## config.mk

```make
export PLATFORM = sky130hd
export DESIGN_NAME = spi_slave
export DESIGN_NICKNAME = d
export VERILOG_FILES = /design/src/rtl/spi_pkg.sv /design/src/rtl/spi_sync_edge.sv /design/src/rtl/spi_slave.sv
export SDC_FILE = /design/constraint.sdc
export NUM_CORES = 1
export LEC_CHECK = 0
export BUFFER_PORTS_ARGS = -buffer_cell sky130_fd_sc_hd__buf_2
export CORE_MARGIN = 1
export CORE_UTILIZATION = 25
export CTS_CLUSTER_DIAMETER = 150
export DETAILED_ROUTE_END_ITERATION = 8
export SYNTH_ARGS = -nofsm -noshare
export SYNTH_HDL_FRONTEND = slang
export SYNTH_SLANG_ARGS = --single-unit
```

## constraint.sdc

```tcl
create_clock -name clk -period 2 [get_ports clk]
set_input_delay 0.1 -clock clk [delete_from_list [all_inputs] [get_ports clk]]
set_output_delay 0.1 -clock clk [all_outputs]
set_load 0.02 [all_outputs]
```

## src/rtl/spi_pkg.sv

```systemverilog
// rtl/spi_pkg.sv - shared SPI types, mode decode helpers and constants
package spi_pkg;

    typedef enum logic [1:0] {
        SPI_MODE0 = 2'd0,
        SPI_MODE1 = 2'd1,
        SPI_MODE2 = 2'd2,
        SPI_MODE3 = 2'd3
    } spi_mode_e;

    typedef enum logic {
        IDLE   = 1'b0,
        ACTIVE = 1'b1
    } spi_state_e;

    localparam int SPI_BITS = 8;

    function automatic logic cpol(input spi_mode_e mode);
        return (mode == SPI_MODE2) || (mode == SPI_MODE3);
    endfunction

    function automatic logic cpha(input spi_mode_e mode);
        return (mode == SPI_MODE1) || (mode == SPI_MODE3);
    endfunction

endpackage

```

## src/rtl/spi_sync_edge.sv

```systemverilog
// rtl/spi_sync_edge.sv - 2-FF synchronizer with registered-history edge detect
module spi_sync_edge #(
    parameter logic RESET_LEVEL = 1'b0
) (
    input  logic clk,
    input  logic rst,
    input  logic async_i,
    output logic rise_o,
    output logic fall_o
);

    logic meta_q;
    logic sync_q;
    logic prev_q;

    always_ff @(posedge clk) begin
        if (rst) begin
            meta_q <= RESET_LEVEL;
            sync_q <= RESET_LEVEL;
            prev_q <= RESET_LEVEL;
        end else begin
            meta_q <= async_i;
            sync_q <= meta_q;
            prev_q <= sync_q;
        end
    end

    assign rise_o = sync_q & ~prev_q;
    assign fall_o = ~sync_q & prev_q;

endmodule

```

## src/rtl/spi_slave.sv

```systemverilog
// rtl/spi_slave.sv - SPI slave endpoint; optional o_TX_Underrun via SPI_SLAVE_UNDERRUN_EN
module spi_slave
    import spi_pkg::*;
#(
    parameter int SPI_MODE = 0
) (
    input  logic                clk,
    input  logic                rst,
    input  logic                i_SPI_Clk,
    input  logic                i_SPI_CS_n,
    input  logic                i_SPI_MOSI,
    output logic                o_SPI_MISO,
    output logic                o_SPI_MISO_En,
    input  logic                i_TX_DV,
    input  logic [SPI_BITS-1:0] i_TX_Byte,
    output logic                o_TX_Ready,
    output logic                o_RX_DV,
    output logic [SPI_BITS-1:0] o_RX_Byte
`ifdef SPI_SLAVE_UNDERRUN_EN
    ,
    output logic                o_TX_Underrun
`endif
);

    localparam spi_mode_e MODE  = spi_mode_e'(SPI_MODE[1:0]);
    localparam logic      CPOL  = cpol(MODE);
    localparam logic      CPHA  = cpha(MODE);
    localparam int        CNT_W = $clog2(SPI_BITS);

    logic sclk_rise, sclk_fall, cs_rise, cs_fall;
    logic mosi_meta_q, mosi_q;

    spi_sync_edge #(.RESET_LEVEL(CPOL)) u_clk_sync (
        .clk     (clk),
        .rst     (rst),
        .async_i (i_SPI_Clk),
        .rise_o  (sclk_rise),
        .fall_o  (sclk_fall)
    );

    spi_sync_edge #(.RESET_LEVEL(1'b1)) u_cs_sync (
        .clk     (clk),
        .rst     (rst),
        .async_i (i_SPI_CS_n),
        .rise_o  (cs_rise),
        .fall_o  (cs_fall)
    );

    always_ff @(posedge clk) begin
        if (rst) begin
            mosi_meta_q <= 1'b0;
            mosi_q      <= 1'b0;
        end else begin
            mosi_meta_q <= i_SPI_MOSI;
            mosi_q      <= mosi_meta_q;
        end
    end

    // lead = leaving the idle level of the SPI clock, trail = returning to it
    logic lead_edge, trail_edge, sample_edge, shift_edge;
    assign lead_edge   = CPOL ? sclk_fall : sclk_rise;
    assign trail_edge  = CPOL ? sclk_rise : sclk_fall;
    assign sample_edge = CPHA ? trail_edge : lead_edge;
    assign shift_edge  = CPHA ? lead_edge  : trail_edge;

    spi_state_e          state_q, state_d;
    logic [CNT_W-1:0]    bit_cnt_q, bit_cnt_d;
    logic [SPI_BITS-1:0] rx_shift_q, rx_shift_d;
    logic [SPI_BITS-1:0] rx_byte_q, rx_byte_d;
    logic                rx_dv_q, rx_dv_d;
    logic [SPI_BITS-1:0] tx_shift_q, tx_shift_d;
    logic [SPI_BITS-1:0] hold_q, hold_d;
    logic                hold_valid_q, hold_valid_d;
    logic                load;
    logic                tx_accept;

    assign tx_accept = i_TX_DV && !hold_valid_q;

    always_comb begin
        state_d    = state_q;
        bit_cnt_d  = bit_cnt_q;
        rx_shift_d = rx_shift_q;
        rx_byte_d  = rx_byte_q;
        rx_dv_d    = 1'b0;
        tx_shift_d = tx_shift_q;
        load       = 1'b0;
        case (state_q)
            IDLE: begin
                bit_cnt_d = '0;
                if (cs_fall) begin
                    state_d = ACTIVE;
                    load    = !CPHA;
                end
            end
            ACTIVE: begin
                if (cs_rise) begin
                    state_d    = IDLE;
                    bit_cnt_d  = '0;
                    rx_shift_d = '0;
                    tx_shift_d = '0;
                end else begin
                    if (sample_edge) begin
                        rx_shift_d = {rx_shift_q[SPI_BITS-2:0], mosi_q};
                        bit_cnt_d  = bit_cnt_q + CNT_W'(1);
                        if (bit_cnt_q == CNT_W'(SPI_BITS - 1)) begin
                            rx_byte_d = {rx_shift_q[SPI_BITS-2:0], mosi_q};
                            rx_dv_d   = 1'b1;
                        end
                    end
                    // a shift edge at count 0 is a byte boundary in both phases
                    if (shift_edge) begin
                        if (bit_cnt_q == '0) begin
                            load = 1'b1;
                        end else begin
                            tx_shift_d = {tx_shift_q[SPI_BITS-2:0], 1'b0};
                        end
                    end
                end
            end
            default: state_d = IDLE;
        endcase
        if (load) begin
            tx_shift_d = hold_valid_q ? hold_q : '0;
        end
    end

    // a same-cycle write lands after the load has taken the old contents
    always_comb begin
        hold_d       = hold_q;
        hold_valid_d = hold_valid_q;
        if (tx_accept) begin
            hold_d       = i_TX_Byte;
            hold_valid_d = 1'b1;
        end else if (load) begin
            hold_valid_d = 1'b0;
        end
    end

    always_ff @(posedge clk) begin
        if (rst) begin
            state_q      <= IDLE;
            bit_cnt_q    <= '0;
            rx_shift_q   <= '0;
            rx_byte_q    <= '0;
            rx_dv_q      <= 1'b0;
            tx_shift_q   <= '0;
            hold_q       <= '0;
            hold_valid_q <= 1'b0;
        end else begin
            state_q      <= state_d;
            bit_cnt_q    <= bit_cnt_d;
            rx_shift_q   <= rx_shift_d;
            rx_byte_q    <= rx_byte_d;
            rx_dv_q      <= rx_dv_d;
            tx_shift_q   <= tx_shift_d;
            hold_q       <= hold_d;
            hold_valid_q <= hold_valid_d;
        end
    end

`ifdef SPI_SLAVE_UNDERRUN_EN
    logic underrun_q;

    always_ff @(posedge clk) begin
        if (rst) begin
            underrun_q <= 1'b0;
        end else if (load && !hold_valid_q) begin
            underrun_q <= 1'b1;
        end else if (tx_accept) begin
            underrun_q <= 1'b0;
        end
    end

    assign o_TX_Underrun = underrun_q;
`endif

    assign o_SPI_MISO    = (state_q == ACTIVE) && tx_shift_q[SPI_BITS-1];
    assign o_SPI_MISO_En = (state_q == ACTIVE);
    assign o_TX_Ready    = !hold_valid_q;
    assign o_RX_DV       = rx_dv_q;
    assign o_RX_Byte     = rx_byte_q;

endmodule
```

## After elaboration in Yosys (flattened, before gate mapping)

Cells that the tools add are included.

| word-level totals | value |
|---|---|
| flip-flop bits (word level) | 45 |
| word-level logic and storage cells | 64 |

| operators by class | value |
|---|---|
| reductions and logical operators | 12 |
| add/subtract/negate cells | 1 |
| equality and inequality tests | 3 |
| mux-type cells | 21 |
| bitwise logic cells | 11 |

Operators with widths:

| cell | number |
|---|---|
| two-way mux 8 bit | 6 |
| two-way mux 7 bit | 2 |
| two-way mux 1 bit | 8 |
| inverter 1 bit | 7 |
| two-way mux 3 bit | 2 |
| != test 3 bit (second input constant) | 2 |
| case mux 3 bit (2 select lines) | 1 |
| nonzero test 2 bit | 3 |
| bitwise AND 1 bit | 4 |
| case mux 1 bit (2 select lines) | 2 |
| AND reduction 4 bit | 1 |
| OR reduction 4 bit | 1 |
| adder 3 x 1 -> 3 bit (second input constant) | 1 |
| equality test 3 bit (second input constant) | 1 |
| zero test 3 bit | 1 |
| AND reduction 3 bit | 1 |
| nonzero test 3 bit | 1 |
| logical AND 1 bit | 2 |
| AND reduction 2 bit | 1 |
| zero test 1 bit | 1 |

## Logic depth before layout (Yosys ltp)

Gate-level depths: netlist of run 1.

| depth | value |
|---|---|
| depth in word-level cells | 7 |
| mapped depth | 7 |
| mapped depth without buffers | 6 |

## Cells and area by module

Synthesis of run 1 repeated with hierarchy kept, for this count alone.

| unflattened totals | value |
|---|---|
| cells, all modules | 213 |
| area total of the unflattened synthesis | 1896.8 sq um |

By module, submodules not included:

| module | instances | cells each | area an instance (sq um) | sequential area each (sq um) |
|---|---|---|---|---|
| spi_slave | 1 | 197 | 1712.9 | 780.7 |
| spi_sync_edge (u_cs_sync) | 1 | 8 | 92.6 | 60.1 |
| spi_sync_edge (u_clk_sync) | 1 | 8 | 91.3 | 60.1 |

## Worst setup path before layout of run 1

No wires, ideal clock.

| timing path | value |
|---|---|
| path type | register -> register |
| start | reg state_q (netlist: o_SPI_MISO_En) |
| end | reg tx_shift_q[1] |
| cell stages (with the launch flop) | 7 |
| setup time | 0.145 ns |
| slack | 0.435 ns |
| required time | 1.855 ns |
| path buffers | 2 |
| data arrival time | 1.421 ns |
| path through | dfxtp_1 buf_6 or3b_4 buf_6 o211a_1 a22oi_1 a221oi_2 |

| on the way | value |
|---|---|
| cells in the longest elaborated chain, start to end | 4 |
| elaborated cells on any way between the ends | 7 |

Ends and longest elaborated chain:

| element | line | text |
|---|---|---|
| start: declaration | spi_slave.sv:66 | `spi_state_e state_q, state_d;` |
| start signal: assignment | spi_slave.sv:150 | `state_q <= state_d;` |
| inverter 1 bit | -- |  |
| case mux 1 bit (2 select lines) | spi_slave.sv:87 | `case (state_q)` |
| != test 3 bit (no line) (tied with other cells) | -- |  |
| AND reduction 3 bit (no line) | -- |  |
| end signal: assignment | spi_slave.sv:155 | `tx_shift_q <= tx_shift_d;` |
| end: declaration | spi_slave.sv:71 | `logic [SPI_BITS-1:0] tx_shift_q, tx_shift_d;` |

Parallel ways exist; a longest one is shown, timed or not.
A chain may end at the register's enable or synchronous reset.

## Worst setup path in the final report of run 1

| timing path | value |
|---|---|
| start | reg bit_cnt_q[0] |
| end | reg tx_shift_q[7] |

| on the way | value |
|---|---|
| cells in the longest elaborated chain, start to end | 7 |
| elaborated cells on any way between the ends | 10 |

Ends and longest elaborated chain:

| element | line | text |
|---|---|---|
| start: declaration | spi_slave.sv:67 | `logic [CNT_W-1:0] bit_cnt_q, bit_cnt_d;` |
| start signal: assignment | spi_slave.sv:151 | `bit_cnt_q <= bit_cnt_d;` |
| zero test 3 bit (*) | spi_slave.sv:112 | `if (bit_cnt_q == '0) begin` |
| two-way mux 1 bit | spi_slave.sv:112 |  |
| two-way mux 1 bit | spi_slave.sv:111 | `if (shift_edge) begin` |
| two-way mux 1 bit | spi_slave.sv:96 | `if (cs_rise) begin` |
| case mux 1 bit (2 select lines) | spi_slave.sv:87 |  |
| != test 3 bit (no line) (tied with other cells) | -- |  |
| AND reduction 3 bit (no line) | -- |  |

Every way passes the cells marked *; elsewhere a longest branch is shown, timed or not.

==> results of run 1 <==
==> layer usage <==
| layer | track usage, % | vias to the layer above | wire (um) |
|---|---|---|---|
| li1 | - | 722 | - |
| met2 | 17.4 | 23 | 1620 |
| met5 | 0 | - | 0 |
| met3 | 3.22 | 4 | 159 |
| met4 | 2.73 | 0 | 32 |
| met1 | 10.6 | 639 | 1530 |
==> worst min path at each step <==
| stage | start | endpoint | slack [ns] | cells past startpoint |
|---|---|---|---|---|
| global placement | i_SPI_CS_n | u_cs_sync.meta_q$_SDFF_PP1_ | 0.29 | 2 |
| CTS | i_TX_Byte[2] | hold_q[2]$_SDFFE_PP0P_ | 0.03 | 3 |
| floorplan | i_SPI_CS_n | u_cs_sync.meta_q$_SDFF_PP1_ | 0.20 | 1 |
| global route | i_SPI_Clk | u_clk_sync.meta_q$_SDFF_PP0_ | 0.03 | 2 |
| finish | i_TX_Byte[2] | hold_q[2]$_SDFFE_PP0P_ | 0.04 | 3 |
| detailed placement | i_SPI_CS_n | u_cs_sync.meta_q$_SDFF_PP1_ | 0.29 | 2 |
==> critical path, stage by stage (launching register included) <==
cell                        delay [ns]
sky130_fd_sc_hd__dfxtp_1          0.34
sky130_fd_sc_hd__inv_1            0.06
sky130_fd_sc_hd__ha_1             0.14
sky130_fd_sc_hd__nand4bb_1        0.18
sky130_fd_sc_hd__o31ai_4          0.46
sky130_fd_sc_hd__nand3_1          0.16
sky130_fd_sc_hd__a221oi_2         0.24
==> flip-flops by register name (all words and copies together) (netlist names) <==
register,count
u_clk_sync.meta_q,1
rx_shift_q,7
tx_shift_q,8
o_RX_DV,1
mosi_meta_q,1
mosi_q,1
u_cs_sync.sync_q,1
u_clk_sync.prev_q,1
hold_valid_q,1
hold_q,8
bit_cnt_q,3
o_SPI_MISO_En,1
o_RX_Byte,8
u_cs_sync.meta_q,1
u_cs_sync.prev_q,1
u_clk_sync.sync_q,1
==> cell type report <==
class                      instances  area, um^2
clock buffer                       7        96.3
clock inverter                     1        5.00
fill                             739        4730
inverter                          12        45.0
multi-input combinational        126         786
sequential                        45         901
tap                               96         120
timing repair buffer              31         185
==> power groups by stage <==
stage	logic (mW)	registers, mW	clock network, mW
after global placement	0.123	0.964	0
after global routing	0.139	0.947	0.670
after detailed placement	0.125	0.964	0
final	0.124	0.942	0.608
after floorplan	0.0987	0.956	0
after CTS	0.126	0.943	0.635
==> Yosys cell counts (2+ instances only) <==
cell type and instances:
sky130_fd_sc_hd__dfxtp_1 45, sky130_fd_sc_hd__nand2_1 26, sky130_fd_sc_hd__a21oi_1 18, sky130_fd_sc_hd__nand3_1 17
sky130_fd_sc_hd__a22oi_1 14, sky130_fd_sc_hd__inv_1 12, sky130_fd_sc_hd__nor2_1 12, sky130_fd_sc_hd__nor2b_1 8
sky130_fd_sc_hd__a221oi_2 7, sky130_fd_sc_hd__clkbuf_1 6, sky130_fd_sc_hd__buf_2 5, sky130_fd_sc_hd__ha_1 3
sky130_fd_sc_hd__nor3_1 3, sky130_fd_sc_hd__or2_2 3, sky130_fd_sc_hd__buf_6 2
==> cell families (layout without fill, tap and decap cells) <==
family	count (synthesis)	in the layout	synth area share, %
simple gates	76	76	20.3
fa+ha+maj	4	4	2.63
flops	45	45	49.9
buf+inv	26	51	6.58
compound gates	44	44	19.5
xor+xnor	1	1	0.485
mux	1	1	0.554
==> per-stage QoR <==
stage	util [%]	cells	worst slack (ns)
3_5_place_dp	29.5	309	0.355
4_1_cts	31.1	318	0.331
2_1_floorplan	-	197	0.435
3_3_place_gp	29.5	309	0.393
5_1_grt	31.1	318	0.238
6_report	31.1	318	0.341
==> impl_summary.txt, run 1 <==
----------------------------------------------------
[Run status]
  Run status ... completed

[Layout]
  Share of post-route cells with drive strength above 1 ... a little under a quarter
  Post-layout net count ... between 200 and 250
  Antenna cell count ... 0
  Most common cell after layout, fill and taps aside ... sky130_fd_sc_hd__dfxtp_1
  Fin area ... about 2100 um^2
  Commonest cells after routing, fill and taps aside ... sky130_fd_sc_hd__dfxtp_1, sky130_fd_sc_hd__nand2_1, sky130_fd_sc_hd__buf_2
  Layout Area Growth over Synthesis ... 18.4%

[STA]
  Post-route clock skew ... approximately 0.0053 ns
  Final setup violation count ... 0
  Hold slack ... 0.0360 ns
  Max-slew violation total from the final report ... 0
  Tcrit/Tclk final ... between 80% and 90%
  Final Critical Period ... 1.66 ns
  Final-report hold violation count ... 0
  Slew HR ... 64.0%
  Max frequency ... between 600 and 700 MHz
  RSZ-0062 raised after global routing ... false
  Final TNS setup ... 0 ns
  Actual slew at the worst max-slew pin ... around 0.54 ns

[Critical path]
  Data required time at the worst endpoint ... roughly 2.2 ns
  CP endpoint kind ... flop
  Source of the critical timing path ... bit_cnt_q[0]$_SDFFE_PP0P_
  Worst Setup Path Type ... reg -> reg
  Worst reg2reg path depth ... 6
  Worst reg2reg path endpoint ... tx_shift_q[7]$_SDFFE_PP0P_
  CP max FO ... 9
  Start of the worst register-to-register path ... bit_cnt_q[0]$_SDFFE_PP0P_
  Minimum setup slack among reg-to-reg paths ... 0.34 ns
  Critical path launch point type ... flop
  Critical Path Sink ... tx_shift_q[7]$_SDFFE_PP0P_
  Crit path arrival time ... 1.87 ns

[Logic synthesis]
  Summed instance area of the synthesized netlist ... between 1500 and 2000 um^2
  Portion of synthesized cell area occupied by the leading cell type ... between 40 and 50%
  Count of warnings emitted by yosys ... 0
  Net count of the mapped netlist ... between 200 and 250
  Most instantiated flip-flop cell in the synthesis netlist ... sky130_fd_sc_hd__dfxtp_1
  Number of synthesized register bits ... 45
  Post-synth top area cell ... sky130_fd_sc_hd__dfxtp_1
  Mean instance size in the synthesized netlist ... around 9.2 um^2
  Post-synthesis sequential area ratio ... approximately half
  Count of cell types in the netlist ... 31
  Cell count after synthesis ... 197
  Proportion of synthesized flip-flops having asynchronous set or reset ... 0%
  Number of enable flip-flop cells after synthesis ... 0
  Largest cells by area after synthesis ... sky130_fd_sc_hd__dfxtp_1, sky130_fd_sc_hd__a221oi_2, sky130_fd_sc_hd__a22oi_1

[Placement]
  HPWL after DPL ... around 2.4 mm
  Count of input and output buffers ... 25
  Standard cell area after detailed placement ... 2030 um^2
  Routability Congestion ... between 0.7 and 0.8

[Die]
  Width of the chip ... 87.0 um
  Core Region ... 6870 um^2
  Standard-cell row count ... 30
  Die Area ... 7570 um^2
  Starting density of the core ... a little over a quarter
  Ports ... 26
  Die Height ... roughly 87 um

[GRT]
  Pin count of the biggest net entering global routing ... 26
  Number of antenna violations at the first check in global routing ... 0
  Vias in the first global route ... roughly 1300
  Total congestion overflow ... 0
  Total global routing track utilization ... 9.61%
  Global-route wire length before repair ... 5.72 mm

[Drt]
  Per-cell via count in the routed design ... approximately 4.4
  Routed WL per cell ... around 11 um
  DRC violations left ... 0
  Detailed Route WL ... roughly 3.3 mm
  Total vias in the final route ... approximately 1400
  Routed Antenna Nets ... 0
  Number of optimization iterations in the first detailed-route pass ... 4
  First-iteration detailed-routing DRC count ... 46

[Power]
  Static leakage ... a little over 0.8 nW
  Internal power component ... about 1.3 mW
  Part of the total power dissipated in sequential elements ... 56.3%
  Peak supply drop ... ~0.0004 V
  PD cells ... 783 nW/um^2
  Fraction of power consumed by combinational cells ... under 10%
  Clock Power Share ... between 30% and 40%
  Power dissipated by switching net loads ... between 0.3 and 0.4 mW
  Switching Share ... 23.0%
  Post-layout power ... approximately 1.7 mW

[Worst hold path]
  Path category of the worst min-delay check ... in -> reg

[Clock tree]
  CTS tree ... built
  Number of buffers on the longest clock path ... 2
  Post-CTS setup buffers ... 0
  Clock root buffer master ... sky130_fd_sc_hd__clkbuf_8
  H-tree levels ... 2
  Clock slew at the register clock pins of the worst setup and hold paths ... about 0.080 ns
  Clk sink count ... 45
  Count of hold buffers inserted by post-cts repair ... 1
  PostCTS Resize Cnt ... 0
  Clock buffers created by TritonCTS ... 5
  Clock Latency Late Sink ... around 0.29 ns

[Flow run]
  Number of max-cap violations ... 0

----------------------------------------------------
(Power assumes the default switching activity.)
==> run 2, diff against run 1 <==
Clock period 2 ns to 1.6 ns, I/O delays scaled along.
==> impl_summary.txt, run 2 (synthesis gave the netlist of run 1 again) <==
----------------------------------------------------
[Die]
  Ports ... 26 (unchanged)
  Width of the chip ... 87.0 um (unchanged)
  Die Height ... 87.0 um (unchanged)
  Starting density of the core ... 26.3% (unchanged)
  Core Region ... 6870 um^2 (unchanged)
  Die Area ... 7570 um^2 (unchanged)
  Standard-cell row count ... 30 (unchanged)

[Critical path]
  Worst reg2reg path depth ... 8 (+2)
  Data required time at the worst endpoint ... 1.81 ns (-0.40 ns)
  CP endpoint kind ... flop
  Top Family by Delay on Critical Path ... compound AO/OA/AOI/OAI gates
  Worst Setup Path Type ... reg -> reg
  Start of the worst register-to-register path ... bit_cnt_q[1]$_SDFFE_PP0P_
  Most frequent cell on the critical path ... sky130_fd_sc_hd__buf_6
  Total buffers and inverters traversed by the critical path ... 3 (+2)
  Critical path launch point type ... flop
  Minimum setup slack among reg-to-reg paths ... 0.03 ns (-0.32 ns)
  Worst reg2reg path endpoint ... tx_shift_q[7]$_SDFFE_PP0P_
  CP Cell Sequence ... inv_2, ha_4, nand4bb_4, o31ai_4, buf_6, buf_6, nand3_1, a221oi_2
  CP max FO ... 6 (-3)
  Slowest-stage cell, CP ... sky130_fd_sc_hd__dfxtp_2
  Crit path arrival time ... 1.79 ns (-0.08 ns)
  Slowest stage delay, CP ... 0.33 ns (-0.13 ns)

[GRT]
  Pin count of the biggest net entering global routing ... 19 (-27%)
  Total congestion overflow ... 0 (unchanged)
  Number of antenna violations at the first check in global routing ... 0 (unchanged)
  Vias in the first global route ... 1361 (+2.9%)
  Total global routing track utilization ... 10.1% (+0.45 points)
  Global-route wire length before repair ... 5.96 mm (+4.2%)

[Layout]
  Commonest cells after routing, fill and taps aside ... sky130_fd_sc_hd__dfxtp_1, sky130_fd_sc_hd__nand2_1, sky130_fd_sc_hd__buf_2
  Post-layout net count ... 250 (+5.0%)
  Layout Area Growth over Synthesis ... 24.7%
  Fin area ... 2250 um^2 (+5.3%)
  Antenna cell count ... 0 (unchanged)
  Most common cell after layout, fill and taps aside ... sky130_fd_sc_hd__dfxtp_1
  Share of post-route cells with drive strength above 1 ... 31.2% (+8.2 points)

[Drt]
  Per-cell via count in the routed design ... 4.37 (about the same)
  Detailed Route WL ... 3.73 mm (+11%)
  Total vias in the final route ... 1441 (+3.8%)
  First-iteration detailed-routing DRC count ... 36 (-22%)
  Number of optimization iterations in the first detailed-route pass ... 4 (unchanged)
  Routed Antenna Nets ... 0 (unchanged)
  DRC violations left ... 0 (unchanged)
  Routed WL per cell ... 11.3 um (+7.3%)

[Power]
  Peak supply drop ... 0.000365 V (-6.1%)
  Static leakage ... 0.858 nW (+6.7%)
  Post-layout power ... 2.02 mW (+21%)
  PD cells ... 896 nW/um^2 (+14%)

[STA]
  Final-report hold violation count ... 0 (unchanged)
  Final Critical Period ... 1.57 ns (-0.0848 ns)
  Max-slew violation total from the final report ... 0 (unchanged)
  Post-route clock skew ... 0.00775 ns (+0.00243 ns)
  Final setup violation count ... 0 (unchanged)
  Slew HR ... 63.8% (-0.17 points)
  Actual slew at the worst max-slew pin ... 0.540 ns (+0.0000876 ns)
  Max frequency ... 635 MHz (+5.4%)
  Hold slack ... 0.0179 ns (-0.0181 ns)
  Tcrit/Tclk final ... 98.4% (+15 points)

[Clock tree]
  Clock slew at the register clock pins of the worst setup and hold paths ... 0.08 ns (about the same)
  H-tree levels ... 2 (unchanged)
  Clock buffers created by TritonCTS ... 5 (unchanged)
  Clock Latency Late Sink ... 0.29 ns (about the same)
  Clk sink count ... 45 (unchanged)
  CTS tree ... built
  Number of buffers on the longest clock path ... 2 (unchanged)
  Clock root buffer master ... sky130_fd_sc_hd__clkbuf_8

[Placement]
  Count of input and output buffers ... 25 (unchanged)
  Standard cell area after detailed placement ... 2070 um^2 (+2.3%)
  HPWL after DPL ... 2.53 mm (+6.9%)
  Routability Congestion ... 0.800 (+0.44%)

[Run status]
  Run status ... completed

[Worst hold path]
  Terminating pin of the worst hold path ... hold_q[5]$_SDFFE_PP0P_
  Path category of the worst min-delay check ... in -> reg
  WHS Path Cells ... 3 (unchanged)
  Hold Startpoint ... i_TX_Byte[5]

[Flow run]
  Number of max-cap violations ... 0 (unchanged)

----------------------------------------------------
[run 2: report_power, final]
part	switching [mW]	total, mW	internal [mW]
combinational	0.102	0.186	0.0840
sequential	0.0202	1.17	1.15
clock	0.355	0.658	0.303
[run 2: stage by stage]
step / instances / setup TNS (ns) / util [%] / setup WS [ns]
floorplan: 197 / 0 / - / 0.0348
global placement: 317 / 0 / 30.2 / 0.0982
detailed placement: 317 / -0.0633 / 30.2 / -0.0216
CTS: 326 / 0 / 31.6 / 0.0323
global route: 330 / -0.0941 / 32.8 / -0.0354
finish: 330 / 0 / 32.8 / 0.0256
[run 2: routing by layer]
| metal | vias to the layer above | GRT usage (%) | share of wire [%] |
|---|---|---|---|
| met5 | - | 0 | 0 |
| met4 | 0 | 3.48 | 2.7 |
| met3 | 9 | 2.84 | 3.8 |
| met2 | 28 | 16.9 | 45 |
| met1 | 658 | 12.3 | 48 |
| li1 | 746 | - | - |
[run 2: worst register-to-register path, cell delays in order (launching register included)]
cell                        delay [ns]
sky130_fd_sc_hd__dfxtp_2          0.33
sky130_fd_sc_hd__inv_2            0.08
sky130_fd_sc_hd__ha_4             0.15
sky130_fd_sc_hd__nand4bb_4        0.13
sky130_fd_sc_hd__o31ai_4          0.26
sky130_fd_sc_hd__buf_6            0.16
sky130_fd_sc_hd__buf_6            0.11
sky130_fd_sc_hd__nand3_1          0.09
sky130_fd_sc_hd__a221oi_2         0.21
[run 2: layout make-up]
cell class                      instances  area [um^2]
Clock buffer                            6         72.6
Clock inverter                          2         10.0
Fill cell                             722         4620
Inverter                               12         45.0
Multi-Input combinational cell        126          831
Sequential cell                        45          903
Tap cell                               96          120
Timing Repair Buffer                   43          270
[run 2: worst max path at each step]
stage	from	to	slack [ns]	depth (start not counted)
after floorplan	o_SPI_MISO_En$_SDFF_PP0_	tx_shift_q[1]$_SDFFE_PP0P_	0.03	6
after global placement	bit_cnt_q[1]$_SDFFE_PP0P_	tx_shift_q[3]$_SDFFE_PP0P_	0.1	7
after detailed placement	bit_cnt_q[1]$_SDFFE_PP0P_	tx_shift_q[3]$_SDFFE_PP0P_	-0.02	7
after CTS	bit_cnt_q[1]$_SDFFE_PP0P_	tx_shift_q[1]$_SDFFE_PP0P_	0.03	7
after global routing	bit_cnt_q[1]$_SDFFE_PP0P_	tx_shift_q[0]$_SDFFE_PP0P_	-0.04	9
final	bit_cnt_q[1]$_SDFFE_PP0P_	tx_shift_q[7]$_SDFFE_PP0P_	0.03	8
[run 2: timing repair]
item                                    CTS  global route
endpoints found under the setup margin    7             7
gates cloned                              0             0
endpoints found under the hold margin     1             0
gates resized for setup                   1            15
pin swaps                                 1             3
hold buffers                              1             0
setup buffers                             0             4
